## src/rtl/multicycle_ctrl_pkg.sv

```systemverilog
// Shared types and ISA constants for the multicycle RISC control unit.
package mc_pkg;

    typedef enum logic [3:0] {
        S_FETCH   = 4'd0,
        S_DECODE  = 4'd1,
        S_MEMADR  = 4'd2,
        S_MEMRD   = 4'd3,
        S_MEMWB   = 4'd4,
        S_MEMWR   = 4'd5,
        S_RTYPEEX = 4'd6,
        S_RTYPEWB = 4'd7,
        S_BEQEX   = 4'd8,
        S_ADDIEX  = 4'd9,
        S_ADDIWB  = 4'd10,
        S_JEX     = 4'd11
    } state_e;

    localparam logic [5:0] OP_RTYPE = 6'b000000;
    localparam logic [5:0] OP_LW    = 6'b100011;
    localparam logic [5:0] OP_SW    = 6'b101011;
    localparam logic [5:0] OP_BEQ   = 6'b000100;
    localparam logic [5:0] OP_ADDI  = 6'b001000;
    localparam logic [5:0] OP_J     = 6'b000010;

    localparam logic [5:0] FUNCT_ADD = 6'b100000;
    localparam logic [5:0] FUNCT_SUB = 6'b100010;
    localparam logic [5:0] FUNCT_AND = 6'b100100;
    localparam logic [5:0] FUNCT_OR  = 6'b100101;
    localparam logic [5:0] FUNCT_SLT = 6'b101010;

    localparam logic [1:0] ALUOP_ADD   = 2'b00;
    localparam logic [1:0] ALUOP_SUB   = 2'b01;
    localparam logic [1:0] ALUOP_FUNCT = 2'b10;

    localparam logic [2:0] ALUC_ADD = 3'b010;
    localparam logic [2:0] ALUC_SUB = 3'b110;
    localparam logic [2:0] ALUC_AND = 3'b000;
    localparam logic [2:0] ALUC_OR  = 3'b001;
    localparam logic [2:0] ALUC_SLT = 3'b111;

endpackage

```

## src/rtl/multicycle_ctrl_alu_dec.sv

```systemverilog
// ALU control decoder: aluop plus R-type funct field to 3-bit ALU control.
module alu_dec
    import mc_pkg::*;
(
    input  logic [1:0] aluop,
    input  logic [5:0] funct,
    output logic [2:0] alucontrol
);

    always_comb begin
        alucontrol = ALUC_ADD;
        case (aluop)
            ALUOP_SUB: alucontrol = ALUC_SUB;
            ALUOP_FUNCT: begin
                case (funct)
                    FUNCT_SUB: alucontrol = ALUC_SUB;
                    FUNCT_AND: alucontrol = ALUC_AND;
                    FUNCT_OR:  alucontrol = ALUC_OR;
                    FUNCT_SLT: alucontrol = ALUC_SLT;
                    default:   alucontrol = ALUC_ADD;
                endcase
            end
            default: alucontrol = ALUC_ADD;
        endcase
    end

endmodule

```

## src/rtl/multicycle_ctrl.sv

```systemverilog
// Moore control FSM for the multicycle datapath: sequencing, enables and mux selects.
module multicycle_ctrl
    import mc_pkg::*;
(
    input  logic       clk,
    input  logic       reset,
    input  logic [5:0] op,
    input  logic [5:0] funct,
    input  logic       zero,
    output logic       pcen,
    output logic       irwrite,
    output logic       regwrite,
    output logic       memwrite,
    output logic       iord,
    output logic       regdst,
    output logic       memtoreg,
    output logic       alusrca,
    output logic [1:0] alusrcb,
    output logic [1:0] pcsrc,
    output logic [2:0] alucontrol,
    output logic       illegal
);

    state_e     state_q, state_d;
    logic [1:0] aluop;
    logic       pcwrite, branch;
    logic       irwrite_raw, regwrite_raw, memwrite_raw;

    always_ff @(posedge clk) begin
        if (reset) state_q <= S_FETCH;
        else       state_q <= state_d;
    end

    always_comb begin
        state_d      = S_FETCH;
        aluop        = ALUOP_ADD;
        pcwrite      = 1'b0;
        branch       = 1'b0;
        irwrite_raw  = 1'b0;
        regwrite_raw = 1'b0;
        memwrite_raw = 1'b0;
        iord         = 1'b0;
        regdst       = 1'b0;
        memtoreg     = 1'b0;
        alusrca      = 1'b0;
        alusrcb      = 2'b00;
        pcsrc        = 2'b00;
        illegal      = 1'b0;
        case (state_q)
            S_FETCH: begin
                alusrcb     = 2'b01;
                irwrite_raw = 1'b1;
                pcwrite     = 1'b1;
                state_d     = S_DECODE;
            end
            S_DECODE: begin
                alusrcb = 2'b11;
                case (op)
                    OP_LW, OP_SW: state_d = S_MEMADR;
                    OP_RTYPE:     state_d = S_RTYPEEX;
                    OP_BEQ:       state_d = S_BEQEX;
                    OP_ADDI:      state_d = S_ADDIEX;
                    OP_J:         state_d = S_JEX;
                    default: begin
                        illegal = 1'b1;
                        state_d = S_FETCH;
                    end
                endcase
            end
            S_MEMADR: begin
                alusrca = 1'b1;
                alusrcb = 2'b10;
                state_d = (op == OP_LW) ? S_MEMRD : S_MEMWR;
            end
            S_MEMRD: begin
                iord    = 1'b1;
                state_d = S_MEMWB;
            end
            S_MEMWB: begin
                memtoreg     = 1'b1;
                regwrite_raw = 1'b1;
            end
            S_MEMWR: begin
                iord         = 1'b1;
                memwrite_raw = 1'b1;
            end
            S_RTYPEEX: begin
                alusrca = 1'b1;
                aluop   = ALUOP_FUNCT;
                state_d = S_RTYPEWB;
            end
            S_RTYPEWB: begin
                regdst       = 1'b1;
                regwrite_raw = 1'b1;
            end
            S_BEQEX: begin
                alusrca = 1'b1;
                aluop   = ALUOP_SUB;
                pcsrc   = 2'b01;
                branch  = 1'b1;
            end
            S_ADDIEX: begin
                alusrca = 1'b1;
                alusrcb = 2'b10;
                state_d = S_ADDIWB;
            end
            S_ADDIWB: regwrite_raw = 1'b1;
            S_JEX: begin
                pcsrc   = 2'b10;
                pcwrite = 1'b1;
            end
            default: state_d = S_FETCH;
        endcase
    end

    // Enables are masked while reset is high so no datapath state moves during reset.
    assign pcen     = ~reset & (pcwrite | (branch & zero));
    assign irwrite  = ~reset & irwrite_raw;
    assign regwrite = ~reset & regwrite_raw;
    assign memwrite = ~reset & memwrite_raw;

    alu_dec u_alu_dec (
        .aluop      (aluop),
        .funct      (funct),
        .alucontrol (alucontrol)
    );

endmodule

```

## config.mk

```make
export PLATFORM = sky130hd
export DESIGN_NAME = multicycle_ctrl
export DESIGN_NICKNAME = d
export VERILOG_FILES = /design/src/rtl/multicycle_ctrl_pkg.sv /design/src/rtl/multicycle_ctrl_alu_dec.sv /design/src/rtl/multicycle_ctrl.sv
export SDC_FILE = /design/constraint.sdc
export NUM_CORES = 1
export LEC_CHECK = 0
export BUFFER_PORTS_ARGS = -buffer_cell sky130_fd_sc_hd__buf_2
export CAP_MARGIN = 20
export CORE_MARGIN = 5
export CORE_UTILIZATION = 40
export CTS_CLUSTER_SIZE = 28
export DETAILED_ROUTE_END_ITERATION = 8
export PLACE_DENSITY = 0.73
export SKIP_LAST_GASP = 1
export SLEW_MARGIN = 40
export SYNTH_ARGS = -nofsm -noshare
export SYNTH_HDL_FRONTEND = slang
export SYNTH_HIERARCHICAL = 1
export SYNTH_SLANG_ARGS = --single-unit
```

## constraint.sdc

```tcl
create_clock -name clk -period 2.71 [get_ports clk]
set_clock_uncertainty 0.15 [all_clocks]
set_input_delay 0.1355 -clock clk [delete_from_list [all_inputs] [get_ports clk]]
set_output_delay 0.1355 -clock clk [all_outputs]
set_load 0.05 [all_outputs]
```

# == Word-level counts from Yosys, hierarchy flattened ==
# Cells that the tools add are included.
# word_totals
reg_bits,4
out_inout_bits,16
elab_cells,58
# op_classes
n_eq_ne,22
n_mux,19
n_bitwise,7
n_reduce_logical,9
# ops
cell,count
"== test 6 bit, second input constant",6
one-hot mux 4 bit (6 select lines),1
one-hot mux 4 bit (5 select lines),1
"== test 4 x 3 -> 1 bit, second input constant",4
"== test 4 bit, second input constant",4
one-hot mux 3 bit (4 select lines),1
2-to-1 mux 1 bit,11
"== test 4 x 2 -> 1 bit, second input constant",2
one-hot mux 2 bit (2 select lines),2
OR reduction 2 bit,4
"== test 6 x 2 -> 1 bit, second input constant",1
"== test 6 x 3 -> 1 bit, second input constant",1
"== test 6 x 4 -> 1 bit, second input constant",1
logical NOT 6 bit,1
one-hot mux 2 bit (3 select lines),1
one-hot mux 3 bit (2 select lines),1
OR reduction 6 bit,1
AND 1 bit,5
"== test 4 x 1 -> 1 bit, second input constant",1
logical NOT 4 bit,1
OR reduction 4 bit,1
2-to-1 mux 3 bit,1
OR reduction 3 bit,1
"== test 2 x 1 -> 1 bit, second input constant",1
other kinds (3),3

# == Logic depth before layout (Yosys ltp) ==
# logic_depth
word_depth,5
depth_mapped,7

# == Cells and area by module ==
# The synthesis kept the hierarchy.
# modules_own_cells
module,instances,cells_each,area_per_inst_um2,seq_area_each_um2
multicycle_ctrl,1,68,450.4,80.1
alu_dec,1,15,118.9,0.0

# == Worst setup path after synthesis ==
# OpenSTA, ideal clock, no wires.
# synth_timing
path_type,reg2out
from,reg state_q[3]
to,out alucontrol[2]
t_arrival_ps,2301
t_required_ps,2424
setup_slack_ps,124
path_stages_with_launch,8
path_cell_list,dfxtp_1 clkbuf_1 nand2b_1 nor3_1 inv_1 ha_1 nand4bb_1 o22ai_1
# synth_via
elab_chain_len,4
word_cells_on_any_way,6
cone_classes,4 x eq/ne; 2 x mux
# synth_rtl
element,line_no,source
"start, declared",multicycle_ctrl.sv:24,"state_e state_q, state_d;"
"start signal, assigned",multicycle_ctrl.sv:31,else state_q <= state_d;
== test 4 bit / == test 4 x 3 -> 1 bit (equally long branches),multicycle_ctrl.sv:49,case (state_q)
one-hot mux 2 bit (2 select lines) *,multicycle_ctrl.sv:49,
named net aluop[0],multicycle_ctrl.sv:25,logic [1:0] aluop;
== test 2 bit / == test 2 x 1 -> 1 bit (equally long branches),multicycle_ctrl_alu_dec.sv:12,case (aluop)
one-hot mux 3 bit (2 select lines) *,multicycle_ctrl_alu_dec.sv:12,
"end, declared",multicycle_ctrl.sv:20,"output logic [2:0] alucontrol,"
# The timed path passes the listed nets; every way through them passes the cells marked *.

# == Worst setup path in the final report ==
# layout_timing
from,reg state_q[2]
to,out alucontrol[2]
# The elaborated chain is that of the path after synthesis.

==> results.json <==
{
  "core_area_mm2": 0.00132,
  "syn_to_final_growth_pct": 31.6,
  "cp.depth": 7,
  "grt_pass1_wl_um": 2620,
  "largest_reg_flops": 4,
  "worst-path-max-fanout": 12,
  "layout.nets": 131,
  "grt_start_max_net_pins": 15,
  "critical_path.top_delay_family": "simple AND/OR/NAND/NOR gates",
  "cp_data_required_time_ps": 2420,
  "setup_viol": 0,
  "port_buffers": 30,
  "r2r-end": "state_q[1]",
  "critPathCaptureType": "primary output",
  "dpl.hpwl_um": 1290,
  "first_pass_iters": 4,
  "worst_pin_slew_ps": 492,
  "cts-root-buf": "clkbuf_4",
  "post-route-period-util_pct": 91.7,
  "worstPathCellList": "nand2b_1 > nor3_2 > inv_1 > ha_1 > nand4bb_1 > o22ai_1 > buf_2",
  "dieHeight_um": 47.7,
  "r2r_cells": 4,
  "synthMuxAreaShare_pct": 0,
  "clk_pin_slew_ps": 40,
  "total_power_mw": 0.215,
  "avgRoutedWirePerCell_um": 12.4,
  "post_drt_via_cell_ratio": 5.66,
  "gp_congestion": 0.794,
  "critPathKind": "reg -> out",
  "drc_errors": 0,
  "critPathArrivalTime_ps": 2200,
  "finalHoldViolCount": 0,
  "cap_violations": 0,
  "r2r_slack_ps": 1070,
  "drt-initial-drc-count": 11,
  "status": "finished, final reports clean",
  "antenna_found_initial": 0,
  "vdd_drop_max_uv": 352,
  "cp-endpoint": "alucontrol[2]",
  "setup-tns-final_ps": 0,
  "path_buf_inv": 2,
  "r2r-start": "state_q[1]",
  "h-tree-depth": 1,
  "syn_avg_cell_area_um2": 6.86,
  "ys_types": 34,
  "num_rows": 13,
  "layout.cells.non_filler": 127,
  "critPathLaunch": "state_q[2]",
  "synth_top_family_by_area": "simple AND/OR/NAND/NOR gates",
  "initial_core_util_pct": 43.2,
  "io-pin-count": 31,
  "leakagePower_nw": 0.347,
  "grt_usage_pct": 15.4,
  "clock_latency_ps": 230,
  "wirelength_um": 1580,
  "max_slew_margin_pct": 67.2,
  "syn-instance-count": 83,
  "final_area_um2": 749,
  "crit_slowest_cell": "dfxtp_1",
  "dr_wl_met3_um": 198,
  "fp.dieW_um": 47.7,
  "utilization_pct": 56.9,
  "period_needed_ps": 2490,
  "biggestRegsByFlops": "state_q (4)",
  "synth-simple-area-share_pct": 47.0,
  "met1_length_um": 684,
  "tritoncts": "yes",
  "postPlaceCellArea_um2": 722,
  "synth_seq_cells": 4,
  "yosys_warnings": 6,
  "max_freq_mhz": 402,
  "hp-class": "in -> reg",
  "drive_above_1_share_pct": 34.8,
  "netlist_area_um2": 569,
  "ys_seq_area_share_pct": 14.1,
  "cts_buffer_depth": 2,
  "powerDensity_mw_per_mm2": 286,
  "post_cts_buffers": 0,
  "diodes": 0,
  "top_layer": "met3",
  "grt_pass1_vias": 625,
  "ant_nets": 0,
  "overflow": 0,
  "wl_met2_um": 695,
  "rsz0062_at_grt": "false",
  "critPathMaxStageDelay_ps": 420,
  "dieArea_mm2": 0.00228,
  "num_vias": 719,
  "maxSlewViolCount": 0,
  "cts-buffers-inserted": 3,
  "synth_xor_area_share_pct": 4.62,
  "clkSinkCount": 4,
  "start_kind": "register",
  "synth-compound-area-share_pct": 24.4,
  "dpl.cell_count": 124,
  "synth_fa_ha_area_share_pct": 4.40,
  "largest_register": "state_q",
  "synth_nets": 100
}
routing by layer:
layer	global-route usage [%]	vias up
met5	0	-
met1	21.5	314
met4	1.61	0
met3	4.14	0
li1	-	370
met2	24.5	35
synth_stat cells:
library cell / number / area [um2]
o211ai_1: 1 / 7.51
and3b_1: 1 / 8.76
nor2_2: 1 / 6.26
ha_1: 2 / 25.0
xor2_1: 3 / 26.3
a2111oi_2: 1 / 15.0
nor4_1: 1 / 6.26
o22ai_1: 2 / 12.5
nand2b_1: 4 / 25.0
a21boi_1: 1 / 7.51
clkbuf_1: 3 / 11.3
inv_1: 4 / 15.0
o21ai_0: 3 / 15.0
nor2_1: 10 / 37.5
a211oi_1: 1 / 7.51
nand4bb_2: 1 / 16.3
nor4b_1: 1 / 8.76
a2111oi_0: 1 / 8.76
nand4bb_1: 2 / 22.5
nor2b_1: 1 / 6.26
dfxtp_1: 4 / 80.1
nand3b_1: 1 / 7.51
or4_2: 1 / 8.76
a31oi_1: 2 / 12.5
nand2_1: 4 / 15.0
buf_2: 1 / 5.00
nor3_1: 9 / 45.0
or4_4: 1 / 11.3
and3_1: 3 / 18.8
nand3_1: 3 / 15.0
o31ai_1: 1 / 7.51
a21o_1: 2 / 15.0
a21oi_1: 6 / 30.0
or3b_1: 1 / 8.76
worst min-delay path by stage:
stage	startpoint	to	slack, ps	depth (start not counted)
after floorplan	reset	state_q[0]	50	1
after global placement	reset	state_q[0]	260	2
after detailed placement	reset	state_q[0]	260	2
after CTS	reset	state_q[0]	20	2
after global routing	reset	state_q[0]	40	2
final	reset	state_q[0]	20	2
cell families after synthesis:
kind of cell	count (synthesis)
buffers and inverters	8
AND/OR/NAND/NOR	45
XOR/XNOR	3
AO/OA/AOI/OAI	21
flip-flops	4
adder cells (fa/ha/maj)	2
power breakdown:
| part | leakage [nW] | switching (mW) | internal (mW) | total, mW |
|---|---|---|---|---|
| Combinational | 0.301 | 0.0506 | 0.0265 | 0.0771 |
| Clock | 0.0138 | 0.0215 | 0.0493 | 0.0708 |
| Sequential | 0.0326 | 0.00558 | 0.0610 | 0.0666 |
| Total | 0.347 | 0.0777 | 0.137 | 0.215 |
what timing repair did:
action,4_1_cts,5_1_grt
endpoints found under the hold margin,0,0
hold buffers,0,0
setup endpoints to repair,0,2
resized for setup,0,1
layout by cell type (no fill, tap or decap), types with 2 or more instances in the layout:
master / instances
buf_2: 30
nor2_1: 10
nor3_1: 8
a21oi_1: 6
nand2b_1: 4
inv_1: 4
nand2_1: 4
dfxtp_1: 4
xor2_1: 3
and3_1: 3
o21ai_0: 3
nand3_1: 3
clkbuf_4: 3
o22ai_1: 2
a31oi_1: 2
a21o_1: 2
nand4bb_1: 2
ha_1: 2
area by class of cell:
class                           count  area (um2)
Inverter                            4        15.0
Sequential cell                     4        80.1
Tap cell                           15        18.8
Timing Repair Buffer               30         150
Fill cell                         141         568
Multi-Input combinational cell     71         463
Clock buffer                        3        22.5
through the flow:
step,hold WS (ps),setup slack [ps]
after floorplan,54.4,124
after global placement,260,500
after detailed placement,263,410
after CTS,23.1,161
after global routing,38.4,62.2
final,25.0,224
(Power assumes the default switching activity.)
